==> src/rtl/mem_access_unit.sv <==
// Load/store front end for a big-endian, word-wide data memory: word-aligned accesses only,
// sub-word stores by read-modify-write. Define MISALIGN_TRAP_EN to trap misaligned half/word requests.
module mem_access_unit #(
    parameter int MEM_READ_LAT = 1,
    parameter int ADDR_W       = 32
) (
    input  logic              clk,
    input  logic              reset_n,
    input  logic              req_valid,
    output logic              req_ready,
    input  logic              req_write,
    input  logic [1:0]        req_size,
    input  logic              req_sign,
    input  logic [ADDR_W-1:0] req_addr,
    input  logic [31:0]       req_wdata,
    output logic              resp_valid,
    output logic [31:0]       resp_rdata,
    output logic              resp_err,
    output logic [ADDR_W-1:0] mem_address,
    output logic [31:0]       mem_write_data,
    output logic              mem_read,
    output logic              mem_write,
    input  logic [31:0]       mem_read_data
);
    localparam logic [1:0] IDLE = 2'd0;
    localparam logic [1:0] RD   = 2'd1;
    localparam logic [1:0] WR   = 2'd2;
    localparam logic [1:0] RESP = 2'd3;

    localparam int CNT_W = (MEM_READ_LAT > 1) ? $clog2(MEM_READ_LAT) : 1;
    localparam logic [CNT_W-1:0] CNT_LAST = CNT_W'(MEM_READ_LAT - 1);

    logic [1:0]       r_state;
    logic [CNT_W-1:0] r_cnt;
    logic             r_write;
    logic             r_sign;
    logic [1:0]       r_size;
    logic [1:0]       r_off;
    logic [15:0]      r_wdata;
    logic             w_err;
    logic [1:0]       w_off;

    function automatic logic [31:0] lane_extract(input logic [31:0] word, input logic [1:0] size,
                                                 input logic [1:0] off, input logic sign);
        logic [7:0]  b;
        logic [15:0] h;
        logic [31:0] r;
        b = word[31-8*off -: 8];
        h = off[1] ? word[15:0] : word[31:16];
        case (size)
            2'b00:   r = {{24{sign & b[7]}}, b};
            2'b01:   r = {{16{sign & h[15]}}, h};
            default: r = word;
        endcase
        return r;
    endfunction

    function automatic logic [31:0] lane_merge(input logic [31:0] word, input logic [15:0] wd,
                                               input logic [1:0] size, input logic [1:0] off);
        logic [31:0] r;
        r = word;
        if (size == 2'b00)
            r[31-8*off -: 8] = wd[7:0];
        else if (off[1])
            r[15:0] = wd;
        else
            r[31:16] = wd;
        return r;
    endfunction

    // Misaligned half/word either trap or are silently aligned via the lane offset.
`ifdef MISALIGN_TRAP_EN
    assign w_err = (req_size == 2'b11) ||
                   (req_size == 2'b01 && req_addr[0]) ||
                   (req_size == 2'b10 && req_addr[1:0] != 2'b00);
`else
    assign w_err = (req_size == 2'b11);
`endif
    assign w_off = (req_size == 2'b00) ? req_addr[1:0] :
                   (req_size == 2'b01) ? {req_addr[1], 1'b0} : 2'b00;

    always_ff @(posedge clk) begin
        if (!reset_n) begin
            r_state        <= IDLE;
            r_cnt          <= '0;
            r_write        <= 1'b0;
            r_sign         <= 1'b0;
            r_size         <= 2'b00;
            r_off          <= 2'b00;
            r_wdata        <= '0;
            req_ready      <= 1'b1;
            resp_valid     <= 1'b0;
            resp_err       <= 1'b0;
            resp_rdata     <= '0;
            mem_read       <= 1'b0;
            mem_write      <= 1'b0;
            mem_address    <= '0;
            mem_write_data <= '0;
        end else begin
            case (r_state)
                IDLE: begin
                    if (req_valid) begin
                        r_write     <= req_write;
                        r_sign      <= req_sign;
                        r_size      <= req_size;
                        r_off       <= w_off;
                        r_wdata     <= req_wdata[15:0];
                        r_cnt       <= '0;
                        req_ready   <= 1'b0;
                        mem_address <= {req_addr[ADDR_W-1:2], 2'b00};
                        if (w_err) begin
                            r_state    <= RESP;
                            resp_valid <= 1'b1;
                            resp_err   <= 1'b1;
                            resp_rdata <= '0;
                        end else if (!req_write || req_size != 2'b10) begin
                            r_state  <= RD;
                            mem_read <= 1'b1;
                        end else begin
                            r_state        <= WR;
                            mem_write      <= 1'b1;
                            mem_write_data <= req_wdata;
                        end
                    end
                end
                RD: begin
                    if (r_cnt == CNT_LAST) begin
                        mem_read <= 1'b0;
                        if (r_write) begin
                            r_state        <= WR;
                            mem_write      <= 1'b1;
                            mem_write_data <= lane_merge(mem_read_data, r_wdata, r_size, r_off);
                        end else begin
                            r_state    <= RESP;
                            resp_valid <= 1'b1;
                            resp_rdata <= lane_extract(mem_read_data, r_size, r_off, r_sign);
                        end
                    end else begin
                        r_cnt <= r_cnt + 1'b1;
                    end
                end
                WR: begin
                    r_state    <= RESP;
                    mem_write  <= 1'b0;
                    resp_valid <= 1'b1;
                    resp_rdata <= '0;
                end
                default: begin
                    r_state    <= IDLE;
                    req_ready  <= 1'b1;
                    resp_valid <= 1'b0;
                    resp_err   <= 1'b0;
                    resp_rdata <= '0;
                end
            endcase
        end
    end
endmodule

==> config.mk <==
export PLATFORM = sky130hd
export DESIGN_NAME = mem_access_unit
export DESIGN_NICKNAME = d
export VERILOG_FILES = /design/src/rtl/mem_access_unit.sv
export SDC_FILE = /design/constraint.sdc
export NUM_CORES = 1
export LEC_CHECK = 0
export BUFFER_PORTS_ARGS = -buffer_cell sky130_fd_sc_hd__buf_2
export CORE_ASPECT_RATIO = 0.8
export CORE_MARGIN = 5
export CORE_UTILIZATION = 45
export DETAILED_ROUTE_END_ITERATION = 10
export PLACE_DENSITY = 0.76
export SYNTH_ARGS = -nofsm -noshare
export SYNTH_HDL_FRONTEND = slang
export SYNTH_SLANG_ARGS = --single-unit
export TNS_END_PERCENT = 100
==> constraint.sdc <==
create_clock -name clk -period 2 [get_ports clk]
set_clock_uncertainty 0.1 [all_clocks]
set_input_delay 0.4 -clock clk [delete_from_list [all_inputs] [get_ports clk]]
set_output_delay 0.4 -clock clk [all_outputs]
set_load 0.05 [all_outputs]
==> metrics <==
count leader, synth nand2_1; die height 111.3 um; gr usage total 0.2467; worst reg2reg path startpoint r_off[0]; drt drc 0; ys async rst share 0; CP Launch Point r_off[0]; largest net degree at the start of global routing 48; synth-to-layout area growth 31.51%; cts hold-fix bufs 0; most frequent cells after synthesis nand2_1, dfxtp_1, a21oi_1; maxcap violations 0; post-synthesis sequential area ratio 0.4263; Finished Core Util 0.5968; Fin Setup TNS 0 ns; reg2reg end resp_rdata[5]; leading post-synthesis cells by cell area dfxtp_1, nand2_1, a21oi_1; Yosys reg bits 123; Port-buffer cells 201; Avg Cell Area, Syn 8.253 um2; Vias/cell 5.659; Syn Inst Count 700; period utilization 0.9323; initial antenna violation count 4; layout cell share with drive strength beyond 1 0.3108; CP endpoint kind register; vias in the first global route 5622; post-DP HPWL 14190 um; chip width 136.7 um; CP endpoint resp_rdata[5]; Netlist cell types 53; Post-synth EDFFs 0; CTS buffer count 17; critical path type register to register; Routed WL per cell 17.86 um; grt ovf 0; IO Count 204; Slew Limit Fails 0; root buf cell clkbuf_16; H-tree levels 4; max_slew headroom 0.6227; Worst EP required 2.21 ns; VDD IR max 956.3 uV; minimum setup slack among reg-to-reg paths 0.14 ns; RSZ-0062 raised after global routing false; Lkg Pwr 3.322 nW; Initial Utilization 0.4538; Max clock buf depth 2; hold path start req_addr[4]; r2r worst-path depth 6; DRT Wirelength 19270 um; fin crit period 1.865 ns; worst skew pair latency 0.41 ns; Max FO, Critical Path 10; startpoint types register; Num Clock Sinks 123; pwr dens 1539 nW/um2; Global Route met1 Usage 0.3362; GR Util met2 0.3644; first-pass GRT wire length 29730 um; first-pass detailed-route iteration total 5; worst min path class primary input to register; Placement Setup Slack 0.05698 ns; TritonCTS clock tree done; ANT cells 0; endpoints failing hold 0; Yosys top cell area share 0.4263; Die ar. 15220 um2; gpl congestion 0.9334; Synth Flop Type dfxtp_1; leading area contributor after synthesis dfxtp_1; core area 12730 um2; Total Power 11.69 mW; yosys warns 0; Hold Path Cell Cnt 3; CTS clk-pin slew, worst paths 0.06 ns; Worst Tran Pin Value 0.5653 ns; setup ws final 0.1354 ns; via count 6106; status finished, final reports clean; Rows 37; GR Util met3 0.08311; setup violators final 0; WP data arrival 2.07 ns; fmax 536.3 MHz; final antenna-violating net count 0; global route hottest layer met2; synthesized area 5777 um2; DR iter-0 viols 555; nets@finish 1001
-- where the power goes --
part	leakage (nW)	switching (mW)	internal [mW]
Combinational	2.06	3.80	1.74
Sequential	1.00	0.350	3.00
Clock	0.261	1.09	1.70
-- state kept, by name, summed over array words and instances (netlist names), 2 cells and up --
signal / flops
mem_address: 30
mem_write_data: 32
r_off: 2
r_size: 2
r_state: 2
r_wdata: 16
resp_rdata: 32
-- worst min-delay path by stage --
| stage | end | slack [ns] |
|---|---|---|
| 2_1_floorplan | r_wdata[14] | 0.34 |
| 3_3_place_gp | resp_rdata[15] | 0.34 |
| 3_5_place_dp | mem_address[23] | 0.34 |
| 4_1_cts | mem_address[12] | 0.11 |
| 5_1_grt | mem_address[25] | 0.13 |
| 6_report | mem_address[4] | 0.12 |
-- placed cells by master, fill, tap and decap left out, types with 3 or more instances in the layout --
master / n
a21oi_1: 66
buf_4: 32
buf_12: 4
o211a_1: 7
clkinv_2: 6
nor2_1: 7
clkbuf_16: 18
nand2_1: 154
or4_1: 8
nand3b_1: 5
o211ai_1: 25
nor2b_1: 3
dfxtp_1: 122
o22ai_1: 22
o221ai_1: 16
inv_1: 14
a32o_1: 13
o31a_1: 7
a211oi_1: 3
o21a_1: 8
nand2b_1: 30
a31oi_1: 17
buf_2: 201
a32oi_1: 6
mux2i_1: 8
o21ai_0: 37
nand3_1: 4
a22o_1: 17
-- per-stage QoR --
step / cells / hold WS [ns] / instance area, um2
after floorplan: 701 / 0.3366 / 5781
after global placement: 1047 / 0.3373 / 7008
after detailed placement: 1047 / 0.3438 / 7008
after CTS: 1076 / 0.1093 / 7531
after global routing: 1079 / 0.1254 / 7597
final: 1079 / 0.1222 / 7597
-- kinds of logic (layout without fill, tap and decap cells) --
kind of cell / count (synthesis) / in the layout / share of synthesized area
AO/OA/AOI/OAI: 259 / 259 / 0.3106
adder cells (fa/ha/maj): 4 / 4 / 0.008664
buffers and inverters: 80 / 283 / 0.06129
flip-flops: 123 / 123 / 0.4263
multiplexers: 10 / 10 / 0.01776
other: 1 / 2 / 0.0006491
AND/OR/NAND/NOR: 223 / 223 / 0.1748
-- layer usage --
| metal | part of all wire | vias up |
|---|---|---|
| met3 | 0.12 | 44 |
| met1 | 0.43 | 2806 |
| met4 | 0.020 | 8 |
| met2 | 0.43 | 324 |
| li1 | - | 2924 |
| met5 | 0.0021 | - |
-- repair_timing --
action                                  4_1_cts  5_1_grt
resized for setup                             0        5
buffers inserted                              0        2
endpoints found under the setup margin        0       56
-- critical path, stage by stage, from the launching register on --
cell	delay, ns
dfxtp_1	0.39
buf_4	0.21
or3_1	0.39
buf_4	0.17
o22ai_1	0.16
a32oi_1	0.08
a32o_1	0.26
-- cell type report --
class	count	area, um2
clock inverters	9	76.32
clock buffers	20	446.7
fillers	1144	5134
inverters	16	60.06
multi-input cells	498	2980
flip-flops and latches	123	2464
repair buffers	238	1351
well taps	175	219.0
No activity file was read; power rests on OpenSTA's default activity.
